**src/rtl/mem_arbiter.sv**
```systemverilog
// mem_arbiter: shares the single multi-cycle main memory between I-cache
// block fills, D-cache block fills and D-side write-throughs. A fill issues
// WORDS consecutive reads, steers each returned word into the cache that
// asked for it, and finishes with a one-cycle done pulse. The stall outputs
// gate the pipeline register write enables while a request is outstanding.
module mem_arbiter #(
    parameter int ADDR_W = 16,
    parameter int WORDS  = 8,
    parameter int CNT_W  = 3
) (
    input  logic              clk,
    input  logic              rst,
    input  logic              icache_miss,
    input  logic [ADDR_W-1:0] icache_miss_addr,
    input  logic              dcache_miss,
    input  logic [ADDR_W-1:0] dcache_miss_addr,
    input  logic              dwrite_req,
    input  logic [ADDR_W-1:0] dwrite_addr,
    input  logic [ADDR_W-1:0] dwrite_data,
    input  logic              mem_data_valid,
    output logic              mem_en,
    output logic              mem_wr,
    output logic [ADDR_W-1:0] mem_addr,
    output logic [ADDR_W-1:0] mem_wdata,
    output logic              dwrite_ack,
    output logic              fill_we_i,
    output logic              fill_we_d,
    output logic [CNT_W-1:0]  fill_word,
    output logic              fill_done_i,
    output logic              fill_done_d,
    output logic              stall_if,
    output logic              stall_mem
);

    typedef enum logic [1:0] {
        ST_IDLE = 2'd0,
        ST_WR   = 2'd1,
        ST_FILL = 2'd2,
        ST_DONE = 2'd3
    } state_t;

    // Block base clears the byte offset within a block of WORDS 16-bit words.
    localparam logic [ADDR_W-1:0] BLOCK_MASK = ~ADDR_W'(2 * WORDS - 1);
    // Issue counter is one bit wider so "all WORDS issued" is representable.
    localparam logic [CNT_W:0]    ISSUE_END  = (CNT_W + 1)'(WORDS);
    localparam logic [CNT_W:0]    ISSUE_ONE  = (CNT_W + 1)'(1);
    localparam logic [CNT_W-1:0]  LAST_WORD  = CNT_W'(WORDS - 1);
    localparam logic [CNT_W-1:0]  RECV_ONE   = CNT_W'(1);

    state_t              state_r;
    state_t              state_s;
    logic [CNT_W:0]      issue_cnt_r;
    logic [CNT_W:0]      issue_cnt_s;
    logic [CNT_W-1:0]    recv_cnt_r;
    logic [CNT_W-1:0]    recv_cnt_s;
    logic                target_d_r;   // 1 = D-cache fill, 0 = I-cache fill
    logic                target_d_s;
    logic [ADDR_W-1:0]   base_r;
    logic [ADDR_W-1:0]   base_s;
    logic [ADDR_W-1:0]   word_offset_s;

    // Byte offset of the word currently being issued (word index * 2).
    assign word_offset_s = {{(ADDR_W - CNT_W - 1){1'b0}}, issue_cnt_r[CNT_W-1:0], 1'b0};

    // State and bookkeeping registers; reset abandons any fill in progress.
    always_ff @(posedge clk) begin
        if (rst) begin
            state_r     <= ST_IDLE;
            issue_cnt_r <= '0;
            recv_cnt_r  <= '0;
            target_d_r  <= 1'b0;
            base_r      <= '0;
        end else begin
            state_r     <= state_s;
            issue_cnt_r <= issue_cnt_s;
            recv_cnt_r  <= recv_cnt_s;
            target_d_r  <= target_d_s;
            base_r      <= base_s;
        end
    end

    // Next-state selection, fixed-priority arbitration and memory/fill outputs.
    always_comb begin
        state_s     = state_r;
        issue_cnt_s = issue_cnt_r;
        recv_cnt_s  = recv_cnt_r;
        target_d_s  = target_d_r;
        base_s      = base_r;
        mem_en      = 1'b0;
        mem_wr      = 1'b0;
        mem_addr    = '0;
        mem_wdata   = '0;
        dwrite_ack  = 1'b0;
        fill_we_i   = 1'b0;
        fill_we_d   = 1'b0;
        fill_word   = '0;
        fill_done_i = 1'b0;
        fill_done_d = 1'b0;

        case (state_r)
            ST_IDLE: begin
                // D-miss beats write-through beats I-miss; a pending store
                // that also missed is therefore filled before it is written.
                if (dcache_miss) begin
                    base_s      = dcache_miss_addr & BLOCK_MASK;
                    target_d_s  = 1'b1;
                    issue_cnt_s = '0;
                    recv_cnt_s  = '0;
                    state_s     = ST_FILL;
                end else if (dwrite_req) begin
                    state_s = ST_WR;
                end else if (icache_miss) begin
                    base_s      = icache_miss_addr & BLOCK_MASK;
                    target_d_s  = 1'b0;
                    issue_cnt_s = '0;
                    recv_cnt_s  = '0;
                    state_s     = ST_FILL;
                end else begin
                    state_s = ST_IDLE;
                end
            end

            ST_WR: begin
                mem_en     = 1'b1;
                mem_wr     = 1'b1;
                mem_addr   = dwrite_addr;
                mem_wdata  = dwrite_data;
                dwrite_ack = 1'b1;
                state_s    = ST_IDLE;
            end

            ST_FILL: begin
                // Issue side runs back-to-back, independent of returns.
                if (issue_cnt_r < ISSUE_END) begin
                    mem_en      = 1'b1;
                    mem_addr    = base_r + word_offset_s;
                    issue_cnt_s = issue_cnt_r + ISSUE_ONE;
                end else begin
                    issue_cnt_s = issue_cnt_r;
                end
                // Receive side: words arrive in issue order.
                if (mem_data_valid) begin
                    fill_we_d  = target_d_r;
                    fill_we_i  = ~target_d_r;
                    fill_word  = recv_cnt_r;
                    recv_cnt_s = recv_cnt_r + RECV_ONE;
                    if (recv_cnt_r == LAST_WORD) begin
                        state_s = ST_DONE;
                    end else begin
                        state_s = ST_FILL;
                    end
                end else begin
                    recv_cnt_s = recv_cnt_r;
                end
            end

            ST_DONE: begin
                fill_done_d = target_d_r;
                fill_done_i = ~target_d_r;
                issue_cnt_s = '0;
                recv_cnt_s  = '0;
                state_s     = ST_IDLE;
            end

            default: begin
                issue_cnt_s = '0;
                recv_cnt_s  = '0;
                state_s     = ST_IDLE;
            end
        endcase
    end

    // Stalls release in the very cycle the blocking request is satisfied.
    assign stall_mem = (dcache_miss & ~fill_done_d) | (dwrite_req & ~dwrite_ack);
    assign stall_if  = (icache_miss & ~fill_done_i) | stall_mem;

endmodule

```
**config.mk**
```make
export PLATFORM = sky130hd
export DESIGN_NAME = mem_arbiter
export DESIGN_NICKNAME = d
export VERILOG_FILES = /design/src/rtl/mem_arbiter.sv
export SDC_FILE = /design/constraint.sdc
export NUM_CORES = 1
export LEC_CHECK = 0
export CORE_MARGIN = 3
export CORE_UTILIZATION = 32
export DETAILED_ROUTE_END_ITERATION = 8
export HOLD_SLACK_MARGIN = 0.05
export PLACE_DENSITY = 0.78
export SLEW_MARGIN = 20
export SYNTH_ARGS = -nofsm -noshare
export SYNTH_HDL_FRONTEND = slang
export SYNTH_SLANG_ARGS = --single-unit
```
**constraint.sdc**
```tcl
create_clock -name clk -period 1.4 [get_ports clk]
set_input_delay 0.21 -clock clk [delete_from_list [all_inputs] [get_ports clk]]
set_output_delay 0.21 -clock clk [all_outputs]
set_load 0.03 [all_outputs]
```
==> results.json, run 1 <==
{
  "grt_pass1_vias": 2059,
  "grt_max_degree": 25,
  "r2r-start": "state_r[1]",
  "synth_edf_count": 0,
  "synthDistinctLibCells": 32,
  "layout-drive-gt1-share_pct": 54.66,
  "violations": "setup timing",
  "wl_um": 6714,
  "synth.cell_area_mm2": 0.001618,
  "hp-start": "recv_cnt_r[1]",
  "slew_violations": 0,
  "endpoint_kind": "primary output",
  "netSwitchingFraction_pct": 31.77,
  "ios": 114,
  "async_flop_share_pct": 0,
  "fin_worst_skew_ns": 0.003045,
  "crit_path_start_kind": "register",
  "pwr-share-clk_pct": 23.5,
  "yosysSeqAreaShare_pct": 27.22,
  "hpwlAfterDp_um": 4034,
  "grt.total_usage_pct": 21.29,
  "pre_cts_slack_ns": -0.2052,
  "power_switching_mw": 0.8187,
  "cts_tree": "done",
  "die_w_um": 77.10,
  "drtIter0Drc": 85,
  "final_cell_mix": "clkdlybuf4s50_1, buf_6, dfxtp_1, buf_4, nor2_1",
  "reg2reg_depth": 6,
  "port_buffers": 105,
  "ys.flop_type": "dfxtp_1",
  "htreeDepth": 1,
  "drc_errors": 0,
  "syn_avg_cell_area_um2": 8.560,
  "ys_ff_latch": 22,
  "hold_class": "reg -> reg",
  "crit_fanout": 12,
  "period_share_pct": 125.9,
  "grt_overflow": 0,
  "initial_core_util_pct": 33.58,
  "r2r-end": "recv_cnt_r[0]",
  "die_area_mm2": 0.005944,
  "worst_slack_ns": -0.3625,
  "fmax_ghz": 0.5674,
  "p_seq_share_pct": 28.6,
  "arrival_ns": 1.55,
  "syn-num-nets": 267,
  "cts_root_buffer": "clkbuf_8",
  "core_mm2": 0.004817,
  "period_minus_slack_ns": 1.762,
  "gp_congestion": 0.8591,
  "firstDrtPassIters": 4,
  "cts_buffers": 3,
  "slew_headroom_pct": 77.23,
  "clockBufferDepth": 2,
  "hold_path_end": "recv_cnt_r[1]",
  "rows": 25,
  "ys_warn_count": 0,
  "status": "finished, violations left",
  "netlist_instances": 189,
  "fin_tns_setup_ns": -10.87,
  "crit_type": "reg -> out",
  "power_frac_comb_pct": 47.8,
  "peakVddDrop_mv": 0.4289,
  "drv_cap": 0,
  "drtAntennaViolNets": 0,
  "path_clk_slew_ns": 0.09,
  "num_vias": 1982,
  "die_h_um": 77.10,
  "viasPerCell": 5.095,
  "hold_buffers": 0,
  "grt_antenna_before_repair": 0,
  "clock_latency_ns": 0.27,
  "final_nets": 401,
  "wire_per_inst_um": 17.26,
  "hold_viol_final": 0,
  "grt_pass1_wl_um": 10220,
  "final_common_cell": "clkdlybuf4s50_1",
  "tightest_slew_ns": 0.3405,
  "power_per_cell_area_mw_per_mm2": 716.1,
  "leakagePower_nw": 1.448,
  "crit_required_ns": 1.19,
  "holdPathStages": 2,
  "p_int_mw": 1.758,
  "rsz0062_at_grt": "true",
  "rrSetupSlack_ns": -0.11,
  "area_growth_pct": 122.4,
  "setup_viol": 51,
  "diodes": 0,
  "clock-sinks": 22
}
## per-stage QoR
step	cells	power, mW	util [%]	hold WS, ns	cell area, um^2
2_1_floorplan	189	1.297	-	0.2746	1818
3_3_place_gp	370	1.668	61.27	0.4850	2952
3_5_place_dp	370	1.687	61.27	0.4918	2952
4_1_cts	389	2.516	73.71	0.4897	3551
5_1_grt	389	2.693	74.70	0.5273	3598
6_report	389	2.577	74.70	0.5092	3598
## state kept, by name (all words and copies together) (netlist names)
register     flops
issue_cnt_r      4
recv_cnt_r       3
target_d_r       1
state_r          2
base_r          12
## how the worst max path moves through the flow
stage	endpoint	start	slack, ns	cells after the start
after floorplan	mem_addr[10]	state_r[0]	-0.06	7
after global placement	base_r[14]	icache_miss	-0.18	6
after detailed placement	base_r[8]	icache_miss	-0.21	6
after CTS	mem_addr[6]	state_r[0]	-0.32	6
after global routing	mem_addr[6]	state_r[0]	-0.43	7
final	mem_addr[6]	state_r[0]	-0.36	7
## worst max-delay path, stage by stage, from the launching register on
cell and delay (ns):
dfxtp_4 0.37, inv_4 0.07, ha_4 0.12, nor2b_4 0.18
buf_12 0.17, a22oi_1 0.08, nor2b_2 0.15, buf_6 0.15
## cell families after synthesis
| group | share of synthesized area, % |
|---|---|
| and+or+nand+nor | 27.92 |
| AOI/OAI and AO/OA | 24.83 |
| muxes | 7.425 |
| buffers and inverters | 6.419 |
| DFF | 27.22 |
| adders and majority gates | 6.187 |
## final cells by class
| class | count | area (um^2) |
|---|---|---|
| Clock buffer | 3 | 41.29 |
| Sequential cell | 22 | 447.9 |
| Fill cell | 334 | 1219 |
| Multi-Input combinational cell | 149 | 1449 |
| Inverter | 3 | 16.27 |
| Tap cell | 67 | 83.83 |
| Clock inverter | 1 | 30.03 |
| Timing Repair Buffer | 144 | 1530 |
## cell usage after synthesis (2+ instances only)
| cell | n | area share, % |
|---|---|---|
| nor2_1 | 16 | 3.7 |
| nor2b_1 | 19 | 7.3 |
| buf_4 | 3 | 1.4 |
| and3_1 | 4 | 1.5 |
| o21a_1 | 2 | 0.93 |
| buf_6 | 3 | 2.1 |
| o21ai_1 | 5 | 1.5 |
| buf_2 | 2 | 0.62 |
| mux2i_1 | 12 | 7.4 |
| nand2_1 | 7 | 1.6 |
| a22oi_1 | 15 | 7.0 |
| nand3b_1 | 3 | 1.4 |
| ha_1 | 8 | 6.2 |
| nand3_1 | 2 | 0.62 |
| a21oi_1 | 10 | 3.1 |
| clkbuf_1 | 7 | 1.6 |
| nand4_1 | 2 | 0.77 |
| and2_1 | 19 | 7.3 |
| dfxtp_1 | 22 | 27 |
| inv_1 | 3 | 0.70 |
| nand2b_1 | 3 | 1.2 |
| a211oi_2 | 12 | 9.3 |
## power by group through the flow
stage	logic (mW)	clock network [mW]	registers [mW]
after floorplan	0.565	0	0.732
after global placement	0.928	0	0.740
after detailed placement	0.943	0	0.744
after CTS	1.17	0.607	0.735
after global routing	1.30	0.649	0.747
final	1.23	0.606	0.738
## layer usage
layer	track usage, %	wire [um]	vias up
met5	0	0	-
met4	5.694	68	0
met3	3.638	466	8
met2	41.38	3487	95
met1	23.50	2691	942
li1	-	-	937
## what timing repair did
action                                  CTS  global route
gates cloned                              0             1
pin swaps                                20            16
endpoints found under the hold margin     0             0
setup buffers                            15             1
resized for setup                       105             9
endpoints found under the setup margin   63            66
Power figures use the tool's default switching activity.
==> inputs of run 2 (changes only) <==
--- a/config.mk
+++ b/config.mk
@@ -5,11 +5,13 @@
 export SDC_FILE = /design/constraint.sdc
 export NUM_CORES = 1
 export LEC_CHECK = 0
+export CELL_PAD_IN_SITES_DETAIL_PLACEMENT = 0
+export CELL_PAD_IN_SITES_GLOBAL_PLACEMENT = 2
 export CORE_MARGIN = 3
-export CORE_UTILIZATION = 32
+export CORE_UTILIZATION = 16
 export DETAILED_ROUTE_END_ITERATION = 8
 export HOLD_SLACK_MARGIN = 0.05
-export PLACE_DENSITY = 0.78
+export PLACE_DENSITY = 0.76
 export SLEW_MARGIN = 20
 export SYNTH_ARGS = -nofsm -noshare
 export SYNTH_HDL_FRONTEND = slang
==> results.json, run 2 (synthesized netlist as in run 1, its figures left out) <==
{
  "wire_per_inst_um": 13.89,
  "tightest_slew_ns": 0.3780,
  "ios": 114,
  "drc_errors": 0,
  "fmax_ghz": 0.5781,
  "reg2reg_depth": 6,
  "drtAntennaViolNets": 0,
  "worst_slack_ns": -0.3297,
  "grt.total_usage_pct": 10.50,
  "wl_um": 6322,
  "hold_viol_final": 0,
  "diodes": 0,
  "gp_congestion": 0.7319,
  "status": "finished, violations left",
  "cp_cell_sequence": "inv_4, ha_4, nor2b_4, buf_12, a22oi_2, nor2b_4, buf_12",
  "largest_reg_flops": 12,
  "layout-drive-gt1-share_pct": 53.11,
  "critPathLaunch": "state_r[0]",
  "arrival_ns": 1.52,
  "clockBufferDepth": 2,
  "crit_type": "reg -> out",
  "final_common_cell": "clkdlybuf4s50_1",
  "hold_class": "reg -> reg",
  "area_growth_pct": 127.5,
  "cpPeakStageDelay_ns": 0.38,
  "fin_worst_skew_ns": 0.0006182,
  "die_h_um": 106.6,
  "final_cell_mix": "clkdlybuf4s50_1, buf_6, buf_4",
  "r2r-start": "state_r[1]",
  "clock_latency_ns": 0.26,
  "r2r-end": "recv_cnt_r[0]",
  "pre_cts_slack_ns": -0.2247,
  "port_buffers": 105,
  "slew_headroom_pct": 74.76,
  "crit_family": "flip-flops",
  "largest-register": "base_r",
  "grt_antenna_before_repair": 0,
  "peakVddDrop_mv": 0.2732,
  "violations": "setup timing",
  "crit_path_start_kind": "register",
  "slowest_stage": "dfxtp_4",
  "crit_required_ns": 1.19,
  "cts_root_buffer": "clkbuf_8",
  "final_nets": 401,
  "endpoint_kind": "primary output",
  "grt_overflow": 0,
  "rows": 36,
  "dpl-instance-area_mm2": 0.003054,
  "num_vias": 1886,
  "period_minus_slack_ns": 1.730,
  "cts_buffers": 3,
  "drtIter0Drc": 42,
  "setup_viol": 51,
  "reg.largest.list": "base_r: 12 flops, issue_cnt_r: 4 flops, recv_cnt_r: 3 flops",
  "period_share_pct": 123.6,
  "power_per_cell_area_mw_per_mm2": 654.5,
  "initial_core_util_pct": 16.48,
  "grt_pass1_wl_um": 9535,
  "clock-sinks": 22,
  "die_area_mm2": 0.01135,
  "holdWs_ns": 0.5002,
  "fin_tns_setup_ns": -10.66,
  "leakagePower_nw": 1.449,
  "path_buf_inv": 3,
  "rrSetupSlack_ns": -0.05,
  "path_clk_slew_ns": 0.08,
  "slew_violations": 0,
  "drv_cap": 0,
  "die_w_um": 106.6,
  "grt_max_degree": 25,
  "viasPerCell": 4.145,
  "core_mm2": 0.009819,
  "cts_tree": "done",
  "htreeDepth": 1,
  "grt_pass1_vias": 1906,
  "crit_fanout": 13,
  "firstDrtPassIters": 4,
  "endpoint": "mem_addr[14]",
  "hpwlAfterDp_um": 4674,
  "rsz0062_at_grt": "true",
  "cp.depth": 7,
  "hp-start": "recv_cnt_r[1]",
  "design_area_mm2": 0.003681
}
-- run 2: changes by cell type in the layout (fill, tap and decap cells not counted), sizes merged --
| cell | before | now |
|---|---|---|
| bufinv | 1 | 0 |
| clkbuf | 4 | 5 |
-- run 2: repair_timing --
item                       in CTS  in global routing
cloned                          0                  1
setup endpoints to repair      61                 65
gates resized for setup        62                 46
hold buffers                    0                  0
pin swaps                      14                  7
buffers inserted                8                  6
-- run 2: how the worst min path moves through the flow --
stage,cells after the start,slack (ns),end
6_report,2,0.50,recv_cnt_r[1]
5_1_grt,2,0.52,recv_cnt_r[2]
4_1_cts,2,0.51,recv_cnt_r[1]
3_5_place_dp,2,0.50,recv_cnt_r[2]
3_3_place_gp,2,0.49,recv_cnt_r[1]
2_1_floorplan,1,0.27,base_r[13]
-- run 2: final cells by class --
type                            count  area [um^2]
Clock buffer                        4        55.05
Multi-Input combinational cell    149         1455
Inverter                            3        16.27
Fill cell                         977         6138
Sequential cell                    22        447.9
Tap cell                          133        166.4
Timing Repair Buffer              144         1540
-- run 2: metal layers --
metal,GRT usage (%),vias up,wire length (um)
met2,19.64,70,3320
met3,2.247,7,486
met5,0,-,0
met4,3.836,0,104
li1,-,934,-
met1,11.57,875,2411
-- run 2: per-stage QoR --
step / utilization, % / std cells / power (mW)
2_1_floorplan: - / 189 / 1.297
3_3_place_gp: 31.10 / 437 / 1.695
6_report: 37.49 / 455 / 2.409
3_5_place_dp: 31.10 / 437 / 1.705
5_1_grt: 37.49 / 455 / 2.538
4_1_cts: 35.02 / 449 / 2.353
-- run 2: report_power, final --
part	internal, mW	switching [mW]
Sequential	0.683	0.0541
Clock	0.251	0.213
Combinational	0.684	0.524
Total	1.62	0.791
-- run 2: tightest hold or removal path, stage by stage (launching register included) --
cell and delay (ns):
dfxtp_1 0.34, o21ai_2 0.06, a21oi_1 0.05
